===== src/rtl/fb_sram_arbiter.sv =====
// fb_sram_arbiter: single-port framebuffer SRAM arbiter.
// Display reads get fixed 1-cycle access. A small write FIFO buffers writer
// traffic. A clear engine zero-fills the buffer after draining the FIFO.
// Optional write-stall statistic is compiled in when FB_ARB_STATS_EN is defined.
module fb_sram_arbiter #(
  parameter int ADDR_W     = 11,
  parameter int RAM_LENGTH = 1200,
  parameter int FIFO_DEPTH = 4
) (
  input  logic              clk_74a,
  input  logic              reset_n,
  input  logic              rd_req,
  input  logic [ADDR_W-1:0] rd_addr,
  output logic              rd_valid,
  output logic              rd_data,
  input  logic              wr_valid,
  output logic              wr_ready,
  input  logic [ADDR_W-1:0] wr_addr,
  input  logic              wr_data,
  input  logic              clear_start,
  output logic              clear_busy,
  output logic              clear_done,
  output logic              sram_wr_en,
  output logic [ADDR_W-1:0] sram_addr,
  output logic              sram_data_in,
  input  logic              sram_data_out,
  output logic [15:0]       wr_stall_cnt
);

  localparam int PTR_W = (FIFO_DEPTH > 1) ? $clog2(FIFO_DEPTH) : 1;
  localparam int CNT_W = PTR_W + 1;
  localparam logic [1:0] ST_IDLE  = 2'd0;
  localparam logic [1:0] ST_DRAIN = 2'd1;
  localparam logic [1:0] ST_CLEAR = 2'd2;
  localparam logic [ADDR_W-1:0] LAST_ADDR = ADDR_W'(RAM_LENGTH - 1);
  localparam logic [ADDR_W:0]   RAM_LEN_X = (ADDR_W + 1)'(RAM_LENGTH);

  logic [1:0]        state;
  logic [ADDR_W-1:0] clear_addr;
  logic [ADDR_W-1:0] fifo_addr [FIFO_DEPTH];
  logic              fifo_data [FIFO_DEPTH];
  logic [PTR_W-1:0]  wr_ptr;
  logic [PTR_W-1:0]  rd_ptr;
  logic [CNT_W-1:0]  fifo_cnt;
  logic              fifo_empty;
  logic              fifo_full;
  logic              push;
  logic              pop;
  logic              clr_grant;
  logic              head_in_range;
  logic [ADDR_W-1:0] head_addr;
  logic              head_data;

  assign fifo_empty    = (fifo_cnt == '0);
  assign fifo_full     = (fifo_cnt == CNT_W'(FIFO_DEPTH));
  assign wr_ready      = !fifo_full && (state != ST_DRAIN);
  assign push          = wr_valid && wr_ready;
  // The FIFO never competes with a read or with the clear engine.
  assign pop           = !fifo_empty && !rd_req && ((state == ST_IDLE) || (state == ST_DRAIN));
  assign clr_grant     = (state == ST_CLEAR) && !rd_req;
  assign head_addr     = fifo_addr[rd_ptr];
  assign head_data     = fifo_data[rd_ptr];
  // Out-of-range writer addresses are consumed without touching the SRAM.
  assign head_in_range = ({1'b0, head_addr} < RAM_LEN_X);
  assign clear_busy    = (state != ST_IDLE);
  assign rd_data       = sram_data_out;

  // SRAM port mux: read > clear engine > FIFO head; idle cycles drive zeros.
  always_comb begin
    sram_wr_en   = 1'b0;
    sram_addr    = '0;
    sram_data_in = 1'b0;
    if (rd_req) begin
      sram_addr = rd_addr;
    end else if (clr_grant) begin
      sram_wr_en = 1'b1;
      sram_addr  = clear_addr;
    end else if (pop && head_in_range) begin
      sram_wr_en   = 1'b1;
      sram_addr    = head_addr;
      sram_data_in = head_data;
    end
  end

  // FIFO storage is data only, so it carries no reset.
  always_ff @(posedge clk_74a) begin
    if (push) begin
      fifo_addr[wr_ptr] <= wr_addr;
      fifo_data[wr_ptr] <= wr_data;
    end
  end

  // FIFO pointers and occupancy; depth is a power of two so pointers wrap freely.
  always_ff @(posedge clk_74a or negedge reset_n) begin
    if (!reset_n) begin
      wr_ptr   <= '0;
      rd_ptr   <= '0;
      fifo_cnt <= '0;
    end else begin
      if (push) wr_ptr <= wr_ptr + 1'b1;
      if (pop)  rd_ptr <= rd_ptr + 1'b1;
      case ({push, pop})
        2'b10:   fifo_cnt <= fifo_cnt + 1'b1;
        2'b01:   fifo_cnt <= fifo_cnt - 1'b1;
        default: fifo_cnt <= fifo_cnt;
      endcase
    end
  end

  // Clear sequencer: drain pending writes, then zero every cell once.
  always_ff @(posedge clk_74a or negedge reset_n) begin
    if (!reset_n) begin
      state      <= ST_IDLE;
      clear_addr <= '0;
      clear_done <= 1'b0;
    end else begin
      clear_done <= 1'b0;
      case (state)
        ST_IDLE: begin
          if (clear_start) state <= ST_DRAIN;
        end
        ST_DRAIN: begin
          // Pushes are blocked here, so a pop of the last entry empties the FIFO.
          if (fifo_empty || ((fifo_cnt == CNT_W'(1)) && pop)) begin
            state      <= ST_CLEAR;
            clear_addr <= '0;
          end
        end
        ST_CLEAR: begin
          if (clr_grant) begin
            if (clear_addr == LAST_ADDR) begin
              state      <= ST_IDLE;
              clear_done <= 1'b1;
            end else begin
              clear_addr <= clear_addr + 1'b1;
            end
          end
        end
        default: state <= ST_IDLE;
      endcase
    end
  end

  // Read data valid follows the request by exactly one cycle.
  always_ff @(posedge clk_74a or negedge reset_n) begin
    if (!reset_n) rd_valid <= 1'b0;
    else          rd_valid <= rd_req;
  end

`ifdef FB_ARB_STATS_EN
  // Count cycles where queued writes are held off by display reads.
  always_ff @(posedge clk_74a or negedge reset_n) begin
    if (!reset_n) begin
      wr_stall_cnt <= '0;
    end else if (!fifo_empty && (state == ST_IDLE) && rd_req && (wr_stall_cnt != 16'hFFFF)) begin
      wr_stall_cnt <= wr_stall_cnt + 1'b1;
    end
  end
`else
  assign wr_stall_cnt = '0;
`endif

endmodule


===== config.mk =====
export PLATFORM = sky130hd
export DESIGN_NAME = fb_sram_arbiter
export DESIGN_NICKNAME = d
export VERILOG_FILES = /design/src/rtl/fb_sram_arbiter.sv
export SDC_FILE = /design/constraint.sdc
export NUM_CORES = 1
export LEC_CHECK = 0
export BUFFER_PORTS_ARGS = -buffer_cell sky130_fd_sc_hd__buf_2
export CORE_AREA = 2 2 113 115
export CTS_BUF_LIST = sky130_fd_sc_hd__clkbuf_4 sky130_fd_sc_hd__clkbuf_8
export CTS_CLUSTER_DIAMETER = 150
export CTS_CLUSTER_SIZE = 24
export DETAILED_ROUTE_END_ITERATION = 7
export DIE_AREA = 0 0 115 117
export PLACE_DENSITY_LB_ADDON = 0.15
export SYNTH_ARGS = -nofsm -noshare
export SYNTH_HDL_FRONTEND = slang
export SYNTH_SLANG_ARGS = --single-unit

===== constraint.sdc =====
create_clock -name clk_74a -period 2.3 [get_ports clk_74a]
set_input_delay 0.46 -clock clk_74a [delete_from_list [all_inputs] [get_ports clk_74a]]
set_output_delay 0.46 -clock clk_74a [all_outputs]
set_load 0.05 [all_outputs]

==> flow_summary.yaml <==
clock_tree:
  htree_levels: 3
  cts_buffer_depth: 2
  cts_tree: "yes"
  clockRootBuffer: "clkbuf_8"
  clkLatencyLatePin_ps: 350
  clk_pin_slew_ps: 80
  cts-buffers-inserted: 9
  clock-sinks: 70
  hold_buffers: 0
timing:
  fmax_mhz: 362
  layout_min_cycle_time_ps: 2760
  finalSetupViolCount: 13
  setup_tns_ps: -5370
  hold_viol: 0
  holdWs_ps: 97.3
  maxSlewViolCount: 0
  post-route-period-util_pct: 120
  worst_pin_slew_ps: 558
  fin_skew_ps: 8.34
  setup_ws_ps: -465
  rsz0062_at_grt: "true"
  relSlewSlack_pct: 62.8
worst_setup_path:
  slowest_delay_ps: 540
  cp_max_fo: 7
  crit_slowest_cell: "mux4_2"
  crit_arrival_ps: 2300
  endpoint_kind: "output pin"
  crit_type: "flip-flop to output pin"
  cp-start-kind: "flip-flop"
  crit_required_ps: 1840
  worstPathCellList: "buf_6 -> mux4_2 -> o21ai_4 -> o311ai_4 -> buf_6 -> and2b_2 -> buf_6"
  crit_top_cell: "buf_6"
finish:
  drive_above_1_share_pct: 35.7
  n_fill_cell: 1211
  area.growth.synth_to_final_pct: 26.6
  fin_util_pct: 35.8
  antenna_cells: 0
  stdcell_count: 495
  layout.nets: 381
synthesis:
  ys_types: 42
  synthCells: 265
  yosys.area.top_type: "edfxtp_1"
  synth.yosys.seq_area_share_pct: 57.2
  yosys_warnings: 0
  synth-seq-cells: 70
  mappedNetlistArea_um2: 3480
  yosysTopAreaCellShare_pct: 41.4
  synth_edf_count: 48
  yosys-top-cells-area: "edfxtp_1 (41%), dfrtp_1 (16%), mux4_2 (7.8%)"
  syn_avg_cell_area_um2: 13.1
  ys.flop_type: "edfxtp_1"
  async_flop_share_pct: 31.4
min_path:
  hold_class: "primary input to asynchronous set/reset pin"
global_routing:
  grt_usage_pct: 12.8
  antenna_found_initial: 0
  grt.overflow.total: 0
  grt_pass1_vias: 2392
  grt_max_degree: 34
  grt_pass1_wl_um: 12800
route:
  wirelength_um: 8010
  drt-pass1-iter-count: 4
  num_vias: 2271
  dr.first_iter.drc_count: 91
  drc_errors: 0
  routedWlPerCell_um: 16.2
  ant_nets: 0
  viasPerCell: 4.59
floorplan:
  start_util_pct: 28.3
  ios: 63
  chipWidth_um: 115
  core_area_um2: 12300
  die-height_um: 117
  die-area_um2: 13500
  rows: 41
power_and_ir_drop:
  p_clk_share_pct: 19.9
  power_per_cell_area_nw_per_um2: 1190
  p_int_mw: 3.25
  ir_drop_v: 0.000652
  leakage_nw: 1.76
  p_comb_share_pct: 47.7
  p_seq_share_pct: 32.4
  p_sw_share_pct: 38.0
  p_sw_mw: 1.99
placed_design:
  gp_congestion: 0.794
  post-place-ws_ps: -254
  io_buffers: 44
  hpwl_um: 5820
  placedCellCount: 479
outcome:
  violations: "negative setup slack"
  outcome: "complete, but fails checks"
run:
  cap_violations: 0
==> sequential cells by signal, indices dropped and copies added, names as in the netlist <==
signal / flops
state: 2
rd_ptr: 2
fifo_addr: 44
clear_addr: 11
clear_done: 1
fifo_data: 4
wr_ptr: 2
rd_valid: 1
fifo_cnt: 3
==> logic make-up after synthesis <==
family                   count (synthesis)  share of synthesized area [%]
adder cells (fa/ha/maj)                 10                           3.59
other                                    1                          0.108
AO/OA/AOI/OAI                           36                           9.45
AND/OR/NAND/NOR                         78                           10.9
buffers and inverters                   43                           7.15
XOR/XNOR                                12                           3.02
multiplexers                            15                           8.62
flip-flops                              70                           57.2
==> final cells by class <==
type | count | area [um^2] | area share (%)
sequential | 70 | 1990 | 45.2
clock inverter | 5 | 76.3 | 1.73
tap | 150 | 188 | 4.26
inverter | 17 | 63.8 | 1.45
timing repair buffer | 77 | 581 | 13.2
multi-input combinational | 167 | 1380 | 31.4
clock buffer | 9 | 124 | 2.81
==> final timing paths <==
| check | from | end | slack (ps) | cells after the start |
|---|---|---|---|---|
| min | reset_n | state[0]$_DFFE_PN0P_ | 100 | 1 |
| min reg2reg | fifo_cnt[1]$_DFFE_PN0P_ | fifo_cnt[1]$_DFFE_PN0P_ | 530 | 2 |
| max in group asynchronous | reset_n | clear_addr[10]$_DFFE_PN0P_ | 1830 | 1 |
| max | rd_ptr[0]$_DFFE_PN0P_ | sram_data_in | -460 | 7 |
| min in group clk_74a | wr_addr[0] | fifo_addr[3][0]$_DFFE_PP_ | 330 | 1 |
| max reg2reg | clear_addr[8]$_DFFE_PN0P_ | clear_addr[9]$_DFFE_PN0P_ | 380 | 5 |
==> cell usage after synthesis (all sizes together) (2+ instances only) <==
master,n
a211o,2
a211oi,5
a21oi,7
a221o,2
and2,3
and3,6
buf,21
clkbuf,5
dfrtp,22
edfxtp,48
ha,10
inv,17
mux2i,3
mux4,12
nand2,29
nand2b,6
nand3,2
nand4,5
nor2,16
nor2b,2
nor3,4
o21ai,6
o221ai,9
xnor2,9
xor2,3
==> per-layer routing <==
layer	track usage (%)	vias to the layer above	part of all wire (%)
met4	4.74	0	2.0
li1	-	1085	-
met2	20.8	51	48
met5	0	-	0
met1	16.5	1122	46
met3	3.55	13	3.6
==> layout by cell type, fill, tap and decap left out, drive strengths merged, types with 3 or more instances in the layout <==
cell     n
a211oi   5
a21oi    7
and2     3
and3     6
buf     77
clkbuf   9
clkinv   3
conb    16
dfrtp   22
edfxtp  48
ha      10
inv     17
mux2i    3
mux4    12
nand2   29
nand2b   6
nand4    5
nor2    16
nor3     4
o21ai    6
o221ai   9
xnor2    9
xor2     3
==> per-stage QoR <==
| step | power, mW | area, um^2 |
|---|---|---|
| 3_3_place_gp | 3.95 | 4030 |
| 6_report | 5.25 | 4410 |
| 2_1_floorplan | 3.23 | 3560 |
| 4_1_cts | 5.19 | 4340 |
| 5_1_grt | 5.55 | 4410 |
| 3_5_place_dp | 3.97 | 4030 |
==> power groups by stage <==
stage                     combinational, mW  clock, mW  sequential (mW)
after floorplan                        1.55          0             1.69
after CTS                              2.41       1.08             1.70
after global routing                   2.70       1.13             1.72
after global placement                 2.23          0             1.72
after detailed placement               2.24          0             1.72
final                                  2.50       1.05             1.70
==> worst max-delay path: cells and delay by family (launching register included) <==
family | cells | cell delay (ps)
AO/OA/AOI/OAI | 2 | 330
buffers and inverters | 3 | 490
flip-flops | 1 | 380
multiplexers | 1 | 540
AND/OR/NAND/NOR | 1 | 230
==> timing repair <==
action / in CTS / in global routing
endpoints found under the setup margin: 13 / 13
resized for setup: 33 / 7
pin swaps: 2 / 4
buffers inserted: 0 / 2
Power figures use the tool's default switching activity.
